**src/rtl/uart_tx_serializer.sv**
```systemverilog
// UART transmit serializer: start bit, LSB-first data, optional parity, stop bit(s).
module uart_tx_serializer #(
    parameter int unsigned C_CLK_FREQ        = 100_000_000,
    parameter int unsigned C_UART_RATE       = 115_200,
    parameter int unsigned C_UART_DATA_WIDTH = 8,
    parameter int unsigned C_UART_PARITY     = 0,
    parameter int unsigned C_UART_STOP_BITS  = 1
) (
    input  logic                         clk,
    input  logic                         rst,
    input  logic                         send,
    input  logic [C_UART_DATA_WIDTH-1:0] data,
    output logic                         busy,
    output logic                         err,
    output logic                         tx
);

    localparam int unsigned C_BIT_CLKS = C_CLK_FREQ / C_UART_RATE;
    localparam int unsigned STOP_CLKS  = C_UART_STOP_BITS * C_BIT_CLKS;
    localparam int unsigned CNT_W      = (STOP_CLKS < 2) ? 1 : $clog2(STOP_CLKS);
    localparam int unsigned BIT_W      = $clog2(C_UART_DATA_WIDTH);
    localparam int unsigned W          = C_UART_DATA_WIDTH;

    localparam logic [CNT_W-1:0] BAUD_LAST = CNT_W'(C_BIT_CLKS - 1);
    localparam logic [CNT_W-1:0] STOP_LAST = CNT_W'(STOP_CLKS - 1);
    localparam logic [BIT_W-1:0] DATA_LAST = BIT_W'(W - 1);
    localparam logic             PAR_EN    = (C_UART_PARITY != 0);
    localparam logic             PAR_ODD   = (C_UART_PARITY == 1);

    // Reject parameter sets the serializer cannot honour.
    if (C_BIT_CLKS < 2) begin : g_bad_rate
        $fatal(1, "uart_tx_serializer: C_CLK_FREQ / C_UART_RATE must be at least 2");
    end
    if (W < 5 || W > 9) begin : g_bad_width
        $fatal(1, "uart_tx_serializer: C_UART_DATA_WIDTH must be 5..9");
    end
    if (C_UART_PARITY > 2) begin : g_bad_parity
        $fatal(1, "uart_tx_serializer: C_UART_PARITY must be 0, 1 or 2");
    end
    if (C_UART_STOP_BITS < 1 || C_UART_STOP_BITS > 2) begin : g_bad_stop
        $fatal(1, "uart_tx_serializer: C_UART_STOP_BITS must be 1 or 2");
    end

    typedef enum logic [2:0] {
        ST_IDLE,
        ST_START,
        ST_DATA,
        ST_PARITY,
        ST_STOP
    } state_t;

    state_t           state_q, state_d;
    logic [CNT_W-1:0] baud_q,  baud_d;
    logic [BIT_W-1:0] bit_q,   bit_d;
    logic [W-1:0]     shift_q, shift_d;
    logic             par_q,   par_d;
    logic             tx_q,    tx_d;
    logic             busy_q,  busy_d;
    logic             err_q,   err_d;

    // State and output registers with synchronous reset; reset aborts any frame.
    always_ff @(posedge clk) begin
        if (rst) begin
            state_q <= ST_IDLE;
            baud_q  <= '0;
            bit_q   <= '0;
            shift_q <= '0;
            par_q   <= 1'b0;
            tx_q    <= 1'b1;
            busy_q  <= 1'b0;
            err_q   <= 1'b0;
        end else begin
            state_q <= state_d;
            baud_q  <= baud_d;
            bit_q   <= bit_d;
            shift_q <= shift_d;
            par_q   <= par_d;
            tx_q    <= tx_d;
            busy_q  <= busy_d;
            err_q   <= err_d;
        end
    end

    // Next-state, counters, and the values the output flops take next cycle.
    always_comb begin
        state_d = state_q;
        baud_d  = baud_q;
        bit_d   = bit_q;
        shift_d = shift_q;
        par_d   = par_q;
        err_d   = err_q;
        tx_d    = 1'b1;
        busy_d  = 1'b0;

        case (state_q)
            ST_IDLE: begin
                baud_d = '0;
                bit_d  = '0;
                if (send) begin
                    shift_d = data;
                    par_d   = (^data) ^ PAR_ODD;
                    err_d   = 1'b0;
                    state_d = ST_START;
                end
            end
            ST_START: begin
                if (baud_q == BAUD_LAST) begin
                    baud_d  = '0;
                    state_d = ST_DATA;
                end else begin
                    baud_d = baud_q + CNT_W'(1);
                end
            end
            ST_DATA: begin
                if (baud_q == BAUD_LAST) begin
                    baud_d = '0;
                    if (bit_q == DATA_LAST) begin
                        bit_d   = '0;
                        state_d = PAR_EN ? ST_PARITY : ST_STOP;
                    end else begin
                        bit_d   = bit_q + BIT_W'(1);
                        shift_d = shift_q >> 1;
                    end
                end else begin
                    baud_d = baud_q + CNT_W'(1);
                end
            end
            ST_PARITY: begin
                if (baud_q == BAUD_LAST) begin
                    baud_d  = '0;
                    state_d = ST_STOP;
                end else begin
                    baud_d = baud_q + CNT_W'(1);
                end
            end
            ST_STOP: begin
                if (baud_q == STOP_LAST) begin
                    baud_d  = '0;
                    state_d = ST_IDLE;
                end else begin
                    baud_d = baud_q + CNT_W'(1);
                end
            end
            default: begin
                state_d = ST_IDLE;
                baud_d  = '0;
                bit_d   = '0;
            end
        endcase

        // A request while a frame is running is dropped but remembered.
        if (busy_q && send) begin
            err_d = 1'b1;
        end

        // Outputs follow the state being entered so they line up with it.
        busy_d = (state_d != ST_IDLE);
        case (state_d)
            ST_START:  tx_d = 1'b0;
            ST_DATA:   tx_d = shift_d[0];
            ST_PARITY: tx_d = par_d;
            default:   tx_d = 1'b1;
        endcase
    end

    assign tx   = tx_q;
    assign busy = busy_q;
    assign err  = err_q;

endmodule

```
**config.mk**
```make
export PLATFORM = sky130hd
export DESIGN_NAME = uart_tx_serializer
export DESIGN_NICKNAME = d
export VERILOG_FILES = /design/src/rtl/uart_tx_serializer.sv
export SDC_FILE = /design/constraint.sdc
export NUM_CORES = 1
export LEC_CHECK = 0
export CORE_UTILIZATION = 55
export DETAILED_ROUTE_END_ITERATION = 8
export GPL_TIMING_DRIVEN = 0
export PLACE_DENSITY = 0.79
export SLEW_MARGIN = 10
export SYNTH_ARGS = -nofsm -noshare
export SYNTH_HDL_FRONTEND = slang
export SYNTH_SLANG_ARGS = --single-unit
```
**constraint.sdc**
```tcl
create_clock -name clk -period 2.36 [get_ports clk]
set_input_delay 0.236 -clock clk [delete_from_list [all_inputs] [get_ports clk]]
set_output_delay 0.236 -clock clk [all_outputs]
set_load 0.01 [all_outputs]
```
Yosys cells after proc, flatten, opt, wreduce, memory -nomap -nowiden --
Index checks and enable logic that the tools add are counted.
Cells by class: add/sub/neg operators 2, multiply operators 0, divide/modulo/power cells 0, $lt $le $gt $ge 0, equal/unequal tests 12, shift operators 0, multiplexer cells 20, bitwise logic cells 2, reduce and logical (&&, ||, !) cells 13
Operators with widths (number):
- 3-bit two-way mux | 8
- 8-bit two-way mux | 3
- 8-bit one-hot mux with 2 select lines | 1
- 3-bit one-hot mux with 5 select lines | 1
- 3-bit by 2-bit equality test with 1-bit output (second input constant) | 4
- 10-bit by 1-bit adder with 10-bit output (second input constant) | 1
- 10-bit equality test (second input constant) | 1
- 8-bit XOR reduction | 1
- 3-bit by 1-bit equality test with 1-bit output (second input constant) | 2
- 3-bit equality test (second input constant) | 2
- 2-bit inequality test (second input constant) | 3
- 3-bit one-hot mux with 2 select lines | 1
- 2-bit nonzero test | 3
- 3-bit OR reduction | 2
- 1-bit two-way mux | 5
- 2-bit AND reduction | 2
- 4-bit AND reduction | 1
- 4-bit OR reduction | 1
- 3-bit by 1-bit adder with 3-bit output (second input constant) | 1
- 3-bit zero test | 1
- 1-bit one-hot mux with 3 select lines | 1
- 3-bit nonzero test | 1
- 1-bit inverter | 2
- 1-bit logical AND | 1
Storage, ports and cells: register bits after elaboration 28, bits in latches 0, memory bits (writable) 0, memory bits (read-only) 0, output and inout port bits 3, logic and storage cells 58, memories 0

Logic depth before layout (Yosys ltp) --
Gate-level depths: netlist of the first run.
depth in word-level cells 6, depth in mapped cells 7, mapped depth without buffers 7

Least setup slack after synthesis of the first run --
No wires, ideal clock.
path kind register -> register, from register bit_q[0], to register tx_q (netlist: tx), data arrival time 2.033 ns, data required time 2.227 ns, slack 0.193 ns, stages on the path, launching flop included 8, path buffers 0, path through dfxtp_1 > ha_1 > ha_1 > or4b_4 > nor4_4 > nor2_2 > a21oi_2 > a22oi_2
On the way: longest elaborated chain between the ends 6, elaborated cells on any way between the ends 11, classes of those cells 4 x eq/ne; 7 x mux
Ends and longest elaborated chain:
- start: declaration | line 54 | logic [BIT_W-1:0] bit_q, bit_d;
- start signal: assignment | line 75 | bit_q <= bit_d;
- 3-bit equality test * | line 117 | if (bit_q == DATA_LAST) begin
- 3-bit two-way mux | line 117
- 3-bit two-way mux | line 115 | if (baud_q == BAUD_LAST) begin
- 3-bit one-hot mux with 5 select lines | line 95 | case (state_q)
- 3-bit by 2-bit equality test with 1-bit output / 3-bit by 1-bit equality test with 1-bit output (equally long branches) | line 158 | case (state_d)
- 1-bit one-hot mux with 3 select lines * | line 158
- end signal: assignment | line 78 | tx_q <= tx_d;
- end: declaration | line 57 | logic tx_q, tx_d;
Mark *: on every way between the ends. The rest lies on a longest branch, timed or not. The select of a mux whose other input is x is not followed. A chain may end at the register's enable or synchronous reset.

Final worst setup path of the first run --
from register bit_q[0], to register shift_q[7]
On the way: longest elaborated chain between the ends 3
Ends and longest elaborated chain:
- 3-bit equality test | line 117
- 2-bit inequality test (no source line)
- 4-bit AND reduction (no source line)
- end signal: assignment | line 76 | shift_q <= shift_d;
- end: declaration | line 55 | logic [W-1:0] shift_q, shift_d;
Every way passes these cells.

==> qor.yml, run 1 <==
fin_crit_ns: 2.232
place_congestion: 0.9087
crit_chain: "ha_1 -> ha_2 -> or4b_4 -> nor4_4 -> buf_4 -> buf_4 -> nor3b_1 -> a21oi_1 -> nor2_1"
die_area_um2: 2707
max_cap_violations: 0
grt_pass1_wl_um: 4298
core_um2: 2276
antenna_cells: 0
finClkSkew_ns: 0.004331
yosys.cell_types.count: 44
yosysTopAreaCellShare: 0.4073
crit_required_ns: 2.56
synth-seq-area-share: 0.4073
slew_headroom: 0.6716
vias_per_cell: 5.852
power.density_nw_per_um2: 504.2
dp.cells: 190
cp_max_fo: 5
critical_path.endpoint_type: "flop"
leakagePower_nw: 0.5835
hp-class: "primary input to flop"
yosys.area.top_type: "dfxtp_1"
tightest_slew_ns: 0.4926
avgSynthCellArea_um2: 9.175
vias: 1147
final_cell_count_no_fill: 196
hpwl_um: 1928
slowest_stage: "or4b_4"
nets: 184
netlist_top_cells_area: "dfxtp_1 41%, xnor2_1 7.0%, nor2_1 5.5%"
cts_tree: "yes"
clock_sinks: 28
synthesis.nets: 164
ys.flop_type: "dfxtp_1"
grt_max_degree: 15
drive_gt1_frac: 0.1131
critical_path.top_delay_family: "simple AND/OR/NAND/NOR gates"
finalSetupTns_ns: 0
synth_seq_cells: 28
io_pins: 14
status: "finished, final reports clean"
core.rowCount: 17
grt_pass1_vias: 1013
slew_violations: 0
port_buffers: 12
synth_warnings: 0
ant_nets: 0
drt_iter0_drc: 23
max_stage_delay_ns: 0.55
die-width_um: 52.03
clkLatencyLatePin_ns: 0.32
rsz0062_at_grt: "no"
grt-ovfl-total: 0
numCtsBuffers: 3
fin_crit_sh: 0.9459
cts_hold_buf: 0
post-route-drc-count: 0
antenna_found_initial: 0
cts_buffer_depth: 2
fmax_mhz: 447.9
die_h_um: 52.03
ir_worst_vdd_mv: 0.3059
start_kind: "flop"
track_usage: 0.2152
avgRoutedWirePerCell_um: 13.41
routed_wl_um: 2629
async_flop_share: 0
finalHoldViolCount: 0
syn_area_um2: 1376
setup_viol: 0
cts_max_level: 1
syn_to_final_growth_pct: 14.82
crit_buf_inv: 2
clock-root-buffer: "clkbuf_4"
path_clk_slew_ns: 0.13
drtPass1Iterations: 4
start_util: 0.6047
crit_arrival_ns: 2.44
setup.worst_path.class: "flop to flop"
synth_edf_count: 0
synthCells: 150
cp_common_cell: "buf_4"
area by class of cell:
class                           count  area (um2)
Multi-Input combinational cell    114       788.3
Clock buffer                        3       22.52
Buffer                              6       22.52
Fill cell                         184       695.7
Tap cell                           28       35.03
Inverter                            2       7.507
Sequential cell                    28       561.8
Timing Repair Buffer               15       142.6
report_power, final:
group / switching [mW] / internal [mW] / total, mW
Clock: 0.125 / 0.0599 / 0.185
Combinational: 0.0568 / 0.0565 / 0.113
Sequential: 0.00812 / 0.490 / 0.498
Total: 0.190 / 0.607 / 0.797
cells in the mapped netlist, drive strengths merged (3+ instances only):
cell type / instances
clkbuf: 6
nand3: 5
a32oi: 3
nand2: 11
nor2: 21
xor2: 5
a21oi: 11
xnor2: 11
a22oi: 8
ha: 3
dfxtp: 28
or2: 3
nor3: 3
per-stage QoR:
| step | area (um2) | total power, mW | hold WS [ns] | utilization | worst slack [ns] |
|---|---|---|---|---|---|
| 5_1_grt | 1580 | 0.8336 | 0.3220 | 0.6943 | 0.03773 |
| 4_1_cts | 1569 | 0.8092 | 0.2875 | 0.6894 | 0.07436 |
| 2_1_floorplan | 1376 | 0.5801 | 0.3765 | - | 0.1935 |
| 3_3_place_gp | 1531 | 0.6195 | 0.4428 | 0.6729 | -0.02183 |
| 3_5_place_dp | 1531 | 0.6218 | 0.4508 | 0.6729 | -0.04766 |
| 6_report | 1580 | 0.7968 | 0.2914 | 0.6943 | 0.1276 |
flip-flops by register name (all words and copies together), names as in the netlist:
| signal | cells |
|---|---|
| par_q | 1 |
| busy | 1 |
| bit_q | 3 |
| state_q | 3 |
| tx | 1 |
| err | 1 |
| shift_q | 8 |
| baud_q | 10 |
worst paths after layout:
path              start          to  slack [ns]  cells after the start
max            bit_q[0]  shift_q[7]        0.13                      9
min                 rst  shift_q[4]        0.29                      2
min reg2reg  shift_q[1]  shift_q[1]        0.47                      2
max reg2reg    bit_q[0]  shift_q[7]        0.13                      9
cells by family after synthesis:
group | count (synthesis) | share of synthesized area
fa+ha+maj | 3 | 0.02728
xor+xnor | 16 | 0.1018
buf+inv | 8 | 0.02182
compound gates | 32 | 0.1673
flops | 28 | 0.4073
simple gates | 63 | 0.2746
placed cells by master (no fill, tap or decap), drive strengths merged, types with 2 or more instances in the layout:
| cell type | instances |
|---|---|
| nand2 | 11 |
| nor3 | 3 |
| a22oi | 8 |
| dfxtp | 28 |
| inv | 2 |
| nand3 | 5 |
| buf | 3 |
| and3 | 2 |
| clkdlybuf4s50 | 12 |
| or2 | 3 |
| ha | 3 |
| xnor2 | 11 |
| a31oi | 2 |
| xor2 | 5 |
| a21oi | 11 |
| or3 | 2 |
| nor2 | 21 |
| nor3b | 2 |
| a211oi | 2 |
| a32oi | 3 |
| nand3b | 2 |
| clkbuf | 9 |
repair_timing:
action / CTS / global route
pin swaps: 1 / 1
setup endpoints to repair: 2 / 2
hold endpoints to repair: 0 / 0
resized for setup: 0 / 2
buffers inserted: 2 / 1
metal layers:
metal	GRT usage	part of all wire
met3	0.02924	0.047
met5	0	0
met4	0.1036	0.019
met1	0.2628	0.46
met2	0.3675	0.48
No activity file was read; power rests on OpenSTA's default activity.
==> run 2: changes to the inputs <==
--- a/config.mk
+++ b/config.mk
@@ -5,9 +5,12 @@
 export SDC_FILE = /design/constraint.sdc
 export NUM_CORES = 1
 export LEC_CHECK = 0
-export CORE_UTILIZATION = 55
+export ABC_AREA = 1
+export CORE_UTILIZATION = 56
+export CTS_CLUSTER_DIAMETER = 50
 export DETAILED_ROUTE_END_ITERATION = 8
 export GPL_TIMING_DRIVEN = 0
+export MAX_ROUTING_LAYER = met4
 export PLACE_DENSITY = 0.79
 export SLEW_MARGIN = 10
 export SYNTH_ARGS = -nofsm -noshare
==> qor.yml, run 2 <==
fin_ws_ns: 0.6714
final_cell_mix: "84 x nand2_1, 28 x dfxtp_1, 27 x inv_1"
vias: 1411
leakagePower_nw: 0.7468
final.fill_count: 245
syn_area_um2: 1558
final_common_cell: "nand2_1"
yosys.cell_types.count: 30
clock-root-buffer: "clkbuf_4"
synthCells: 235
grt_max_degree: 15
r2r_end: "shift_q[6]"
netlist_top_cells_area: "dfxtp_1 36%, nand2_1 20%, inv_1 6.5%"
syn_to_final_growth_pct: 11.57
cts_buffer_depth: 2
drive_gt1_frac: 0.07200
finalHoldViolCount: 0
max_cap_violations: 0
synthesis.nets: 249
r2r_slack_ns: 0.67
nets: 266
fin_area_um2: 1738
fin_crit_ns: 1.689
finalSetupTns_ns: 0
crit_required_ns: 2.62
critical_path.endpoint_type: "flop"
core.rowCount: 18
antenna_found_initial: 0
die_area_um2: 2996
critical_path.top_delay_family: "simple AND/OR/NAND/NOR gates"
clock_sinks: 28
hp-class: "primary input to flop"
setup.worst_path.class: "flop to flop"
async_flop_share: 0
ir_worst_vdd_mv: 0.4745
drtPass1Iterations: 4
critPathCapture: "shift_q[6]"
largest_reg_flops: 10
track_usage: 0.2310
place_congestion: 0.8297
setup.worst_path.start: "baud_q[0]"
dp_slack_ns: 0.7156
synth_warnings: 0
grt_pass1_vias: 1176
dpl_cell_area_um2: 1715
grt-ovfl-total: 0
tightest_slew_ns: 0.4561
avgSynthCellArea_um2: 6.629
start_util: 0.6121
vias_per_cell: 5.039
slowest_stage: "dfxtp_1"
yosysTopAreaCellShare: 0.3598
start_kind: "flop"
io_pins: 14
max_stage_delay_ns: 0.41
post-route-drc-count: 0
cts_max_level: 1
synth_most_common_cell: "nand2_1"
slew_violations: 0
setup_viol: 0
hpwl_um: 2223
die_h_um: 54.74
power.density_nw_per_um2: 470.6
die-width_um: 54.74
fmax_mhz: 592.2
cp_common_cell: "inv_1"
crit_arrival_ns: 1.94
yosys.area.top_type: "dfxtp_1"
core_um2: 2545
path_clk_slew_ns: 0.15
synth_edf_count: 0
slew_headroom: 0.6960
regMostFlops: "baud_q"
cts_resized: 0
routed_wl_um: 2938
drt_iter0_drc: 35
finClkSkew_ns: 0.01693
ff2ff_path_depth: 9
avgRoutedWirePerCell_um: 10.49
post_cts_buffers: 0
port_buffers: 12
synth_common_cells: "84 x nand2_1, 28 x dfxtp_1, 27 x inv_1, 20 x a21oi_1, 20 x nor2_1"
numCtsBuffers: 3
ant_nets: 0
status: "finished, final reports clean"
crit_buf_inv: 2
fin_crit_sh: 0.7155
synth_seq_cells: 28
clkLatencyLatePin_ns: 0.33
cts_hold_buf: 0
grt_pass1_wl_um: 4864
final-seq-area_um2: 560.5
top_regs: "baud_q (10), shift_q (8)"
antenna_cells: 0
ys.flop_type: "dfxtp_1"
total_power_mw: 0.8178
crit_chain: "ha_1 -> inv_1 -> nor2_2 -> nand3_4 -> nor2_4 -> nand2_1 -> o21ai_0 -> inv_1 -> a21oi_1"
synth-seq-area-share: 0.3598
cp_max_fo: 7
rsz0062_at_grt: "no"
cp.depth: 9
regToRegStartpoint: "baud_q[0]"
multi_input_comb_area_um2: 877.1
cts_tree: "yes"
[run 2: layout make-up]
class / count / area share
multi-input combinational: 176 / 0.5047
sequential: 28 / 0.3225
timing repair buffer: 12 / 0.06911
inverter: 28 / 0.06048
tap: 30 / 0.02160
clock buffer: 3 / 0.01296
buffer: 3 / 0.008639
[run 2: worst min path at each step]
stage          startpoint  cells past startpoint    endpoint
2_1_floorplan        send                      2         err
3_3_place_gp    baud_q[0]                      1   baud_q[0]
3_5_place_dp   shift_q[2]                      2  shift_q[2]
4_1_cts               rst                      2  shift_q[5]
5_1_grt               rst                      2  shift_q[5]
6_report              rst                      2  shift_q[5]
[run 2: per-stage QoR]
step           hold slack [ns]  utilization  instances
6_report                0.2449       0.6829        280
3_5_place_dp            0.4549       0.6740        277
2_1_floorplan           0.3765            -        235
3_3_place_gp            0.4438       0.6740        277
4_1_cts                 0.2354       0.6829        280
5_1_grt                 0.2468       0.6829        280
[run 2: kinds of logic (layout without fill, tap and decap cells)]
group / Yosys count / count (layout) / synth area share
xor gates and xnor gates: 2 / 2 / 0.01125
and+or+nand+nor: 140 / 140 / 0.4209
AOI/OAI and AO/OA: 31 / 31 / 0.1068
adders and majority gates: 3 / 3 / 0.02410
buffers and inverters: 31 / 46 / 0.07711
DFF: 28 / 28 / 0.3598
[run 2: metal layers]
| layer | track usage | wire [um] |
|---|---|---|
| met1 | 0.3121 | 1585 |
| met2 | 0.3554 | 1229 |
| met3 | 0.03333 | 91 |
| met4 | 0.06410 | 32 |
| met5 | - | 0 |
[run 2: power breakdown]
part           switching (mW)  leakage [nW]  internal, mW  total, mW
clock                   0.132        0.0138        0.0599      0.192
combinational          0.0697         0.505        0.0535      0.123
sequential             0.0111         0.228         0.492      0.503
==> run 3: changes to the inputs <==
--- a/config.mk
+++ b/config.mk
@@ -6,12 +6,12 @@
 export NUM_CORES = 1
 export LEC_CHECK = 0
 export ABC_AREA = 1
-export CORE_UTILIZATION = 56
+export CORE_UTILIZATION = 51
 export CTS_CLUSTER_DIAMETER = 50
 export DETAILED_ROUTE_END_ITERATION = 8
 export GPL_TIMING_DRIVEN = 0
 export MAX_ROUTING_LAYER = met4
-export PLACE_DENSITY = 0.79
+export PLACE_DENSITY = 0.76
 export SLEW_MARGIN = 10
 export SYNTH_ARGS = -nofsm -noshare
 export SYNTH_HDL_FRONTEND = slang
==> constraint.sdc (replaced) <==
create_clock -name clk -period 1.4 [get_ports clk]
set_input_delay 0.14 -clock clk [delete_from_list [all_inputs] [get_ports clk]]
set_output_delay 0.14 -clock clk [all_outputs]
set_load 0.01 [all_outputs]
==> qor.yml, run 3 (synthesis results as in run 2) <==
core_um2: 2829
port_buffers: 12
clkLatencyLatePin_ns: 0.33
grt-ovfl-total: 0
finalHoldViolCount: 0
fin_crit_sh: 1.026
cts_tree: "yes"
cts_hold_buf: 0
violations: "DRC, setup timing"
hpwl_um: 2226
power.density_nw_per_um2: 779.1
dp_slack_ns: -0.1732
antenna_cells: 0
leakagePower_nw: 0.8716
vias_per_cell: 5.210
drive_gt1_frac: 0.2714
slew_violations: 0
crit_required_ns: 1.68
final_common_cell: "nand2_1"
avgRoutedWirePerCell_um: 11.93
rsz0062_at_grt: "yes"
vias: 1563
cts_max_level: 1
nets: 284
setup.worst_path.class: "flop to flop"
regMostFlops: "baud_q"
crit_arrival_ns: 1.71
antenna_found_initial: 0
critical_path.top_delay_family: "simple AND/OR/NAND/NOR gates"
tightest_slew_ns: 0.4888
cp_max_fo: 3
path_clk_slew_ns: 0.16
slowest_stage: "dfxtp_2"
numCtsBuffers: 3
io_pins: 14
max_cap_violations: 0
crit_chain: "ha_4 -> inv_4 -> nor2_4 -> buf_4 -> nand4_1 -> nor2_1 -> nor2_1 -> a21oi_1"
fin_ws_ns: -0.03617
ir_worst_vdd_mv: 0.6646
clock_sinks: 28
cts_buffer_depth: 2
die_h_um: 57.27
post-route-drc-count: 4
grt_max_degree: 17
max_stage_delay_ns: 0.38
final_cell_mix: "81 x nand2_1, 22 x inv_1, 17 x a21oi_1, 17 x buf_4, 16 x nor2_1"
drt_iter0_drc: 100
clock-root-buffer: "clkbuf_4"
slew_headroom: 0.6741
fin_crit_ns: 1.436
total_power_mw: 1.632
largest_reg_flops: 10
drtPass1Iterations: 6
finClkSkew_ns: 0.004502
ant_nets: 0
crit_buf_inv: 2
die-width_um: 57.27
track_usage: 0.2176
routed_wl_um: 3578
top_regs: "baud_q (10), shift_q (8)"
place_congestion: 0.8538
start_util: 0.5506
fin_area_um2: 2095
syn_to_final_growth_pct: 34.46
critical_path.endpoint_type: "flop"
grt_pass1_wl_um: 5533
setup_viol: 6
grt_pass1_vias: 1355
status: "finished, violations left"
hp-class: "primary input to flop"
cp_common_cell: "nor2_1"
start_kind: "flop"
fmax_mhz: 696.3
dpl_cell_area_um2: 1722
core.rowCount: 19
die_area_um2: 3279
-- run 3: timing repair --
item                       in CTS  in global routing
setup endpoints to repair      25                 25
hold endpoints to repair        0                  0
buffers inserted               14                  5
gates resized for setup        26                 34
pin swaps                      13                 18
-- run 3: report_power, final --
| group | internal, mW | switching [mW] |
|---|---|---|
| Combinational | 0.109 | 0.137 |
| Sequential | 0.824 | 0.0227 |
| Clock | 0.290 | 0.249 |
| Total | 1.22 | 0.409 |
-- run 3: final timing paths --
kind / slack (ns) / depth (start not counted) / from / endpoint
setup / recovery: -0.04 / 8 / baud_q[0] / busy
hold / removal: 0.15 / 2 / rst / shift_q[5]
setup reg to reg: -0.04 / 8 / baud_q[0] / busy
hold reg to reg: 0.47 / 2 / err / err
-- run 3: final cells by class --
cell class / instances / area (um2)
clock inverters: 1 / 30.03
well taps: 31 / 38.79
fillers: 222 / 734.5
flip-flops and latches: 28 / 586.8
inverters: 28 / 113.9
plain buffers: 2 / 7.507
clock buffers: 3 / 22.52
repair buffers: 31 / 272.8
multi-input cells: 176 / 1022
-- run 3: routing by layer --
metal	vias up	GRT usage	routed length, um
met2	27	0.3361	1696
met5	-	-	0
met4	0	0.05226	34
met1	704	0.3047	1707
li1	828	-	-
met3	4	0.02721	139
-- run 3: worst reg2reg max path, cell delays in order, from the launching register on --
cell	delay [ns]
dfxtp_2	0.38
ha_4	0.16
inv_4	0.04
nor2_4	0.11
buf_4	0.13
nand4_1	0.13
nor2_1	0.20
nor2_1	0.10
a21oi_1	0.14
-- run 3: stage by stage --
stage | utilization | TNS [ns] | hold slack [ns] | cells
3_5_place_dp | 0.6086 | -2.350 | 0.4492 | 278
6_report | 0.7404 | -0.09444 | 0.1467 | 300
5_1_grt | 0.7404 | -1.474 | 0.1665 | 300
2_1_floorplan | - | 0 | 0.2805 | 235
4_1_cts | 0.6860 | -0.1518 | 0.1511 | 296
3_3_place_gp | 0.6086 | -1.869 | 0.4417 | 278
